==> config.mk <==
export PLATFORM = sky130hd
export DESIGN_NAME = conv1_sched
export DESIGN_NICKNAME = d
export VERILOG_FILES = /design/src/rtl/conv1_sched.sv
export SDC_FILE = /design/constraint.sdc
export NUM_CORES = 1
export LEC_CHECK = 0
export ABC_CLOCK_PERIOD_IN_PS = 11800
export CAP_MARGIN = 10
export CORE_MARGIN = 4
export CORE_UTILIZATION = 48
export CTS_BUF_LIST = sky130_fd_sc_hd__clkbuf_4 sky130_fd_sc_hd__clkbuf_8 sky130_fd_sc_hd__clkbuf_16
export DETAILED_ROUTE_END_ITERATION = 7
export PLACE_DENSITY = 0.69
export SYNTH_ARGS = -nofsm -noshare
export SYNTH_HDL_FRONTEND = slang
export SYNTH_SLANG_ARGS = --single-unit
==> constraint.sdc <==
create_clock -name clk -period 11.8 [get_ports clk]
set_input_delay 1.77 -clock clk [delete_from_list [all_inputs] [get_ports clk]]
set_output_delay 1.77 -clock clk [all_outputs]
set_load 0.02 [all_outputs]
==> src/rtl/conv1_sched.sv <==
// conv1_sched
// Frame scheduler and result buffer for the conv1 3x3 convolution engine.
// Fetches one ROWS x COLS frame of 16-bit pixels from an external store in
// raster order, hands each pixel to the engine, and buffers the engine's
// 32-bit results in a first-word-fall-through FIFO drained by valid/ready.
// Pixel issue is throttled by credits so a stalled consumer never overflows
// the FIFO.
//
// Ports:
//   clk, reset            clock, asynchronous active-high reset
//   start, abort          begin a frame (IDLE only) / cancel and flush
//   busy, done            frame in progress / one-cycle completion pulse
//   overflow              sticky: a result arrived while the FIFO was full
//   frame_cnt             completed frames, wraps at 255
//   pix_req/pix_addr      pixel read request and address (row*COLS+col)
//   pix_valid/pix_data    pixel store handshake and data
//   eng_data/row/col      registered pixel and position to the engine
//   eng_res_valid/eng_res engine result strobe (wdata_fin) and data
//   out_valid/out_data    FIFO head, out_ready pops it
module conv1_sched #(
  parameter int ROWS       = 28,
  parameter int COLS       = 3,
  parameter int FIFO_DEPTH = 8
) (
  input  logic                           clk,
  input  logic                           reset,
  input  logic                           start,
  input  logic                           abort,
  output logic                           busy,
  output logic                           done,
  output logic                           overflow,
  output logic [7:0]                     frame_cnt,
  output logic                           pix_req,
  output logic [$clog2(ROWS*COLS)-1:0]   pix_addr,
  input  logic                           pix_valid,
  input  logic [15:0]                    pix_data,
  output logic [15:0]                    eng_data,
  output logic [$clog2(ROWS)-1:0]        eng_row,
  output logic [$clog2(COLS)-1:0]        eng_col,
  input  logic                           eng_res_valid,
  input  logic [31:0]                    eng_res,
  output logic                           out_valid,
  output logic [31:0]                    out_data,
  input  logic                           out_ready
);

  localparam int RW    = $clog2(ROWS);
  localparam int CW    = $clog2(COLS);
  localparam int AW    = $clog2(ROWS*COLS);
  localparam int PW    = $clog2(FIFO_DEPTH);
  localparam int CRW   = PW + 1;
  localparam int TOTAL = (ROWS - 2) * COLS;
  localparam int RCW   = $clog2(TOTAL + 1);

  typedef enum logic [1:0] {IDLE, FETCH, DRAIN, DONE} state_t;

  state_t          state;
  logic [RW-1:0]   row_q;
  logic [CW-1:0]   col_q;
  logic [RCW-1:0]  res_cnt;
  logic [CRW-1:0]  credits;

  logic [31:0]     mem [FIFO_DEPTH];
  logic [PW-1:0]   wr_ptr;
  logic [PW-1:0]   rd_ptr;
  logic [CRW-1:0]  fill;

  logic abort_act;
  logic result_pos;
  logic last_pos;
  logic hs;
  logic issue_rp;
  logic full;
  logic pop;
  logic push;
  logic drop;

  // abort only has an effect while a frame is in flight
  assign abort_act  = abort && (state != IDLE);
  assign result_pos = (row_q >= RW'(2));
  assign last_pos   = (row_q == RW'(ROWS - 1)) && (col_q == CW'(COLS - 1));

  // Non-producing positions never consume FIFO space, so they issue freely
  assign pix_req  = (state == FETCH) && (!result_pos || (credits != '0));
  assign pix_addr = AW'(int'(row_q) * COLS + int'(col_q));

  // A handshake in the abort cycle is discarded
  assign hs       = pix_req && pix_valid && !abort_act;
  assign issue_rp = hs && result_pos;

  assign out_valid = (fill != '0);
  assign out_data  = out_valid ? mem[rd_ptr] : 32'h0;
  assign full      = (fill == CRW'(FIFO_DEPTH));
  assign pop       = out_valid && out_ready;
  // A simultaneous pop makes room, so a push into a full FIFO is legal then
  assign push      = eng_res_valid && (!full || pop);
  assign drop      = eng_res_valid && full && !pop;

  always_ff @(posedge clk) begin
    if (push && !abort_act) begin
      mem[wr_ptr] <= eng_res;
    end
  end

  always_ff @(posedge clk or posedge reset) begin
    if (reset) begin
      wr_ptr <= '0;
      rd_ptr <= '0;
      fill   <= '0;
    end else if (abort_act) begin
      wr_ptr <= '0;
      rd_ptr <= '0;
      fill   <= '0;
    end else begin
      if (push) begin
        wr_ptr <= wr_ptr + PW'(1);
      end
      if (pop) begin
        rd_ptr <= rd_ptr + PW'(1);
      end
      case ({push, pop})
        2'b10:   fill <= fill + CRW'(1);
        2'b01:   fill <= fill - CRW'(1);
        default: fill <= fill;
      endcase
    end
  end

  // Credits track FIFO slots not yet reserved by an issued result-producing
  // pixel; a slot comes back only when its result leaves the FIFO.
  always_ff @(posedge clk or posedge reset) begin
    if (reset) begin
      credits <= CRW'(FIFO_DEPTH);
    end else if (abort_act || (state == IDLE)) begin
      credits <= CRW'(FIFO_DEPTH);
    end else begin
      case ({pop, issue_rp})
        2'b10: begin
          if (credits != CRW'(FIFO_DEPTH)) begin
            credits <= credits + CRW'(1);
          end
        end
        2'b01: begin
          if (credits != '0) begin
            credits <= credits - CRW'(1);
          end
        end
        default: credits <= credits;
      endcase
    end
  end

  always_ff @(posedge clk or posedge reset) begin
    if (reset) begin
      state     <= IDLE;
      row_q     <= '0;
      col_q     <= '0;
      res_cnt   <= '0;
      busy      <= 1'b0;
      done      <= 1'b0;
      overflow  <= 1'b0;
      frame_cnt <= 8'd0;
      eng_data  <= 16'h0;
      eng_row   <= '0;
      eng_col   <= '0;
    end else begin
      done <= 1'b0;
      if (drop) begin
        overflow <= 1'b1;
      end
      if (eng_res_valid && ((state == FETCH) || (state == DRAIN))) begin
        res_cnt <= res_cnt + RCW'(1);
      end

      if (abort_act) begin
        state <= IDLE;
        busy  <= 1'b0;
        row_q <= '0;
        col_q <= '0;
      end else begin
        case (state)
          IDLE: begin
            if (start) begin
              state   <= FETCH;
              busy    <= 1'b1;
              row_q   <= '0;
              col_q   <= '0;
              res_cnt <= '0;
            end
          end
          FETCH: begin
            if (hs) begin
              eng_data <= pix_data;
              eng_row  <= row_q;
              eng_col  <= col_q;
              if (last_pos) begin
                state <= DRAIN;
                row_q <= '0;
                col_q <= '0;
              end else if (col_q == CW'(COLS - 1)) begin
                col_q <= '0;
                row_q <= row_q + RW'(1);
              end else begin
                col_q <= col_q + CW'(1);
              end
            end
          end
          DRAIN: begin
            if ((res_cnt == RCW'(TOTAL)) && (fill == '0)) begin
              state     <= DONE;
              busy      <= 1'b0;
              done      <= 1'b1;
              frame_cnt <= frame_cnt + 8'd1;
            end
          end
          DONE: begin
            state <= IDLE;
          end
          default: state <= IDLE;
        endcase
      end
    end
  end

endmodule

=== Yosys cells after proc, flatten, opt, wreduce, memory -nomap -nowiden ===
Memories as Yosys holds them, arrays and structs flattened.
Index checks and enable logic that the tools add are counted.

* Output and inout bits: 75
* Bits in writable memories: 256
* Memories: 1
* Word-level logic and storage cells: 130
* Register bits: 64

{| class="wikitable"
|+ Memory list
! name !! words !! bits a word !! read ports !! clocked after Yosys merged registers in !! wr ports !! RTL line !! source
|-
| mem || 8 || 32 || 1 || 0 || 1 || 63 || <nowiki>logic [31:0] mem [FIFO_DEPTH];</nowiki>
|}

* Add/sub/neg operators: 11
* Reductions and logical operators: 39
* Equality and inequality tests: 19
* Bitwise operators: 1
* $lt $le $gt $ge: 1
* Multiply operators: 1
* Muxes and demuxes: 42

{| class="wikitable"
|+ Operators by type and width
! cell !! count
|-
| $mux 32 || 1
|-
| $mux 7 || 4
|-
| $mux 5 || 5
|-
| $mux 2 || 10
|-
| $mux 4 || 4
|-
| $pmux 4 s2 || 2
|-
| $ne 3x3->1 const B || 5
|-
| $reduce_and 3->1 || 5
|-
| $logic_and 1x1->1 || 13
|-
| $mux 3 || 4
|-
| $reduce_bool 3->1 || 4
|-
| $eq 2x2->1 const B || 5
|-
| $pmux 5 s2 || 1
|-
| $add 4x1->4 const B || 2
|-
| $add 8x1->8 const B || 1
|-
| $mux 1 || 8
|-
| $ne 4x4->1 const B || 2
|-
| $pmux 2 s4 || 1
|-
| $reduce_and 4->1 || 2
|-
| $reduce_bool 4->1 || 2
|-
| $sub 4x1->4 const B || 2
|-
| $add 7x1->7 const B || 1
|-
| $add 7x2->7 || 1
|-
| $eq 7x7->1 const B || 1
|-
| 17 further kinds || 28
|}

=== Longest topological paths before layout ===
* Depth in word-level cells: 10
* Gate-level depth with buffers: 12
* Mapped depth without buffers: 11

=== Least setup slack after synthesis ===
OpenSTA, ideal clock, no wires.

* Path kind: input port to flip-flop
* From: input out_ready
* To: memory mem[0][0], enable pin
* Data required time: 11.339 ns
* Slack: 6.697 ns
* Stages on the path: 4
* Path buffers: 0
* Arrival: 4.642 ns
* Path through: nand2b_1 > o41ai_4 > or3_1 > nor3_1

* Longest elaborated chain between the ends: 6

{| class="wikitable"
|+ Ends and longest elaborated chain
! what !! RTL line !! source
|-
| start, declared || 44 || <nowiki>input logic out_ready</nowiki>
|-
| $logic_and 1x1->1 || 94 || <nowiki>assign pop = out_valid && out_ready;</nowiki>
|-
| $logic_or 1x1->1 || 96 || <nowiki>assign push = eng_res_valid && (!full || pop);</nowiki>
|-
| $logic_and 1x1->1 || 96 ||
|-
| $logic_and 1x1->1 || 100 || <nowiki>if (push && !abort_act) begin</nowiki>
|-
| $mux 1 || 100 ||
|-
| $mux 1 (implied by the code) || 101 || <nowiki>mem[wr_ptr] <= eng_res;</nowiki>
|-
| end, declared || 63 ||
|}

Every way passes these cells.

=== Final worst setup path ===
* From: register rd_ptr[0]
* To: output out_data[28]

* Longest elaborated chain between the ends: 2

{| class="wikitable"
|+ Ends and longest elaborated chain
! what !! RTL line !! source
|-
| start, declared || 65 || <nowiki>logic [PW-1:0] rd_ptr;</nowiki>
|-
| start signal, assigned || 119 || <nowiki>rd_ptr <= rd_ptr + PW'(1);</nowiki>
|-
| $mem_v2 8x32 || -- ||
|-
| $mux 32 || 92 || <nowiki>assign out_data = out_valid ? mem[rd_ptr] : 32'h0;</nowiki>
|-
| end, declared || 43 || <nowiki>output logic [31:0] out_data,</nowiki>
|}

Every way passes these cells.

==> reports/summary.txt <==
status - finished clean
Die Span Y - 174 um
final cell utilization of the core - 59.7%
total track usage - 17.2%
Worst Path Max Fanout - 48
Max-Cap Viols - 0
Async SR Flop Fraction - 20.0%
Clk pwr share - 26.9%
PwrDens - 235 nW/um2
Seq/Total Area, Yosys - 69.8%
setup tns final - 0 ns
# setup viols final - 0
Comb pwr share - 34.4%
flip-flop and latch area - 9300 um2
Syn-to-layout area delta - 21.6%
synth top area cells - edfxtp_1 (58%), dfrtp_1 (12%), mux4_2 (11%)
post-synth cell types - 55
layout cells sized above 1 - 20.0%
CP required - 10.03 ns
mux share of post-synthesis cell area - 15.7%
diode count - 0
num rows - 60
Die Area - 30,400 um2
worst skew pair latency - 0.51 ns
Mapped Cells - 738
Post-Synth Simple-Gate Area - 4.90%
io pins - 130
headroom to the max-slew limit - 32.6%
CP startpoint kind - flop
TritonCTS clock tree - built
drt first pass iters - 4
worst-margin pin slew - 1.01 ns
worst r2r src - state[0]$_DFFE_PP0P_
Crit. End Element - output port
XOR/XNOR Fraction of Synth Area - 1.70%
Residual DRC - 0
antenna violations before repair - 0
met2 Usage GRT - 28.2%
hpwl dp - 15,100 um
synth cell count leaders - edfxtp_1 (256), mux4_2 (64), dfrtp_1 (63)
FILL cells - 2,071
clk sinks - 320
DRT Wirelength - 26,000 um
Max Freq - 192 MHz
Std-Cell Core Area - 27,100 um2
H-tree depth - 2
EDFF count, synth - 256
most used routing layer - met2
total CTS buffers - 34
initial core utilization - 49.1%
Tcrit/Tclk final - 44.3%
largest family of logic cells by synthesized area - multiplexers
Fin. Hold Viols - 0
most frequent cell after synthesis - edfxtp_1
crit path DAT - 3.45 ns
DRT iter0 DRCs - 493
ANT nets after route - 0
# resized after CTS - 0
Worst VDD drop - 0.000191 V
Int Pwr - 0.00261 W
Root Driver - clkbuf_16
Switching Fraction - 31.3%
Post-Synth Adder-Cell Area - 3.33%
DR vias/cell - 5.41
Synth area leader - edfxtp_1
Post-Syn Area per Cell - 18.0 um2
WL/cell - 20.2 um
CTS Hold Bufs - 0
gp weighted congestion - 0.729
vias in the first global route - 7,231
hold path start - overflow$_DFFE_PP0P_
Compound-Gate Fraction of Synth Area - 2.92%
number of synthesized register bits - 320
via count - 6,946
Multi-input gate area - 3860 um2
pin count of the biggest net entering global routing - 65
crit path launch - rd_ptr[0]$_DFFE_PP0P_
Synthesis Warnings - 0
final instance area - 16,200 um2
clock buffer depth - 3
critical setup path kind - flop to output port
Placed Instance Area - 15,100 um2
Most used DFF post-synth - edfxtp_1
skew final - 0.0277 ns
LEAKAGE - 5.74 nW
I/O Buffers - 129
gr ovfl total - 0
switching pwr - 0.00119 W
first-pass GRT wire length - 41,300 um
Slew Viols, Final - 0
sequential power share - 38.6%
Min-Delay Path Class - flop to flop
RSZ-0062 raised after global routing - false
post-synthesis net count - 826
Final min period - 5.22 ns
Reg clk slew, reported paths - 0.06 ns
post-synth top area share - 57.8%
synthesized cell area - 13,300 um2
routing usage on met3 - 3.15%
met1 usage - 24.5%
nets - 975
postcts setup bufs - 0
Chip Width - 174 um
-- cells by family after synthesis --
| family | count (synthesis) |
|---|---|
| compound gates | 51 |
| xor+xnor | 25 |
| fa+ha+maj | 33 |
| buf+inv | 49 |
| flops | 320 |
| mux | 126 |
| simple gates | 134 |
-- placed cells by master, fill, tap and decap left out, drive strengths merged, types with 4 or more instances in the layout --
| master | Yosys | final |
|---|---|---|
| and2 | 4 | 4 |
| buf | 16 | 13 |
| mux4 | 64 | 64 |
| a21o | 8 | 8 |
| a21oi | 14 | 14 |
| mux2i | 36 | 36 |
| dfrtp | 63 | 63 |
| nand3 | 9 | 9 |
| inv | 20 | 22 |
| clkbuf | 13 | 48 |
| clkdlybuf4s50 | 0 | 129 |
| clkinv | 0 | 11 |
| nand2b | 5 | 5 |
| xor2 | 9 | 9 |
| nor2 | 59 | 59 |
| fa | 4 | 4 |
| and3 | 7 | 7 |
| edfxtp | 256 | 256 |
| ha | 29 | 29 |
| o21ai | 10 | 10 |
| or3 | 4 | 4 |
| nand2 | 19 | 19 |
| xnor2 | 16 | 16 |
| nor3 | 10 | 10 |
| mux2 | 26 | 26 |
-- through the flow --
step           total power, W  setup WS [ns]  hold WS, ns  std cells
2_1_floorplan         0.00231           6.70        0.511        738
3_3_place_gp          0.00280           6.96        0.442       1223
3_5_place_dp          0.00282           6.92        0.457       1223
4_1_cts               0.00386           6.45        0.467       1285
5_1_grt               0.00400           6.27        0.506       1285
6_report              0.00380           6.58        0.460       1285
-- layout make-up --
cell class                      instances  share of cell area [%]
Tap cell                              372                    2.88
Timing Repair Buffer                  142                    8.59
Clock inverter                         14                   0.688
Multi-Input combinational cell        369                    23.9
Clock buffer                           48                    6.06
Inverter                               20                   0.464
Sequential cell                       320                    57.5
-- path summary, 6_finish.rpt --
check	slack [ns]	to	cells after the start
min in group asynchronous	1.84	wr_ptr[0]$_DFFE_PP0P_	3
setup / recovery	6.58	out_data[28]	5
max in group asynchronous	9.35	rd_ptr[0]$_DFFE_PP0P_	3
hold reg to reg	0.46	overflow$_DFFE_PP0P_	1
hold / removal	0.46	overflow$_DFFE_PP0P_	1
setup reg to reg	8.40	credits[3]$_DFFE_PP1P_	11
-- flip-flops by register name (all words and copies together) (netlist names) --
register   count
col_q          2
mem          256
eng_col        2
eng_row        5
credits        4
row_q          5
res_cnt        7
done           1
wr_ptr         3
eng_data      16
busy           1
state          2
fill           4
frame_cnt      8
overflow       1
rd_ptr         3
-- worst max-delay path, cell delays in order, from the launching register on --
cell,delay [ns]
dfrtp_4,0.66
buf_4,0.82
mux4_2,0.61
mux2i_1,0.20
nor2_1,0.07
clkdlybuf4s50_1,0.56
-- power groups by stage --
stage | registers, W | clock network (W) | logic, W
CTS | 0.00147 | 0.00105 | 0.00134
global route | 0.00149 | 0.00110 | 0.00142
global placement | 0.00149 | 0 | 0.00132
finish | 0.00147 | 0.00102 | 0.00131
detailed placement | 0.00149 | 0 | 0.00133
floorplan | 0.00150 | 0 | 0.000816
-- routing by layer --
metal	vias to the layer above	wire, um
met2	192	12500
li1	3173	-
met4	0	354
met3	26	1360
met5	-	0
met1	3555	11800
Power figures use the tool's default switching activity.
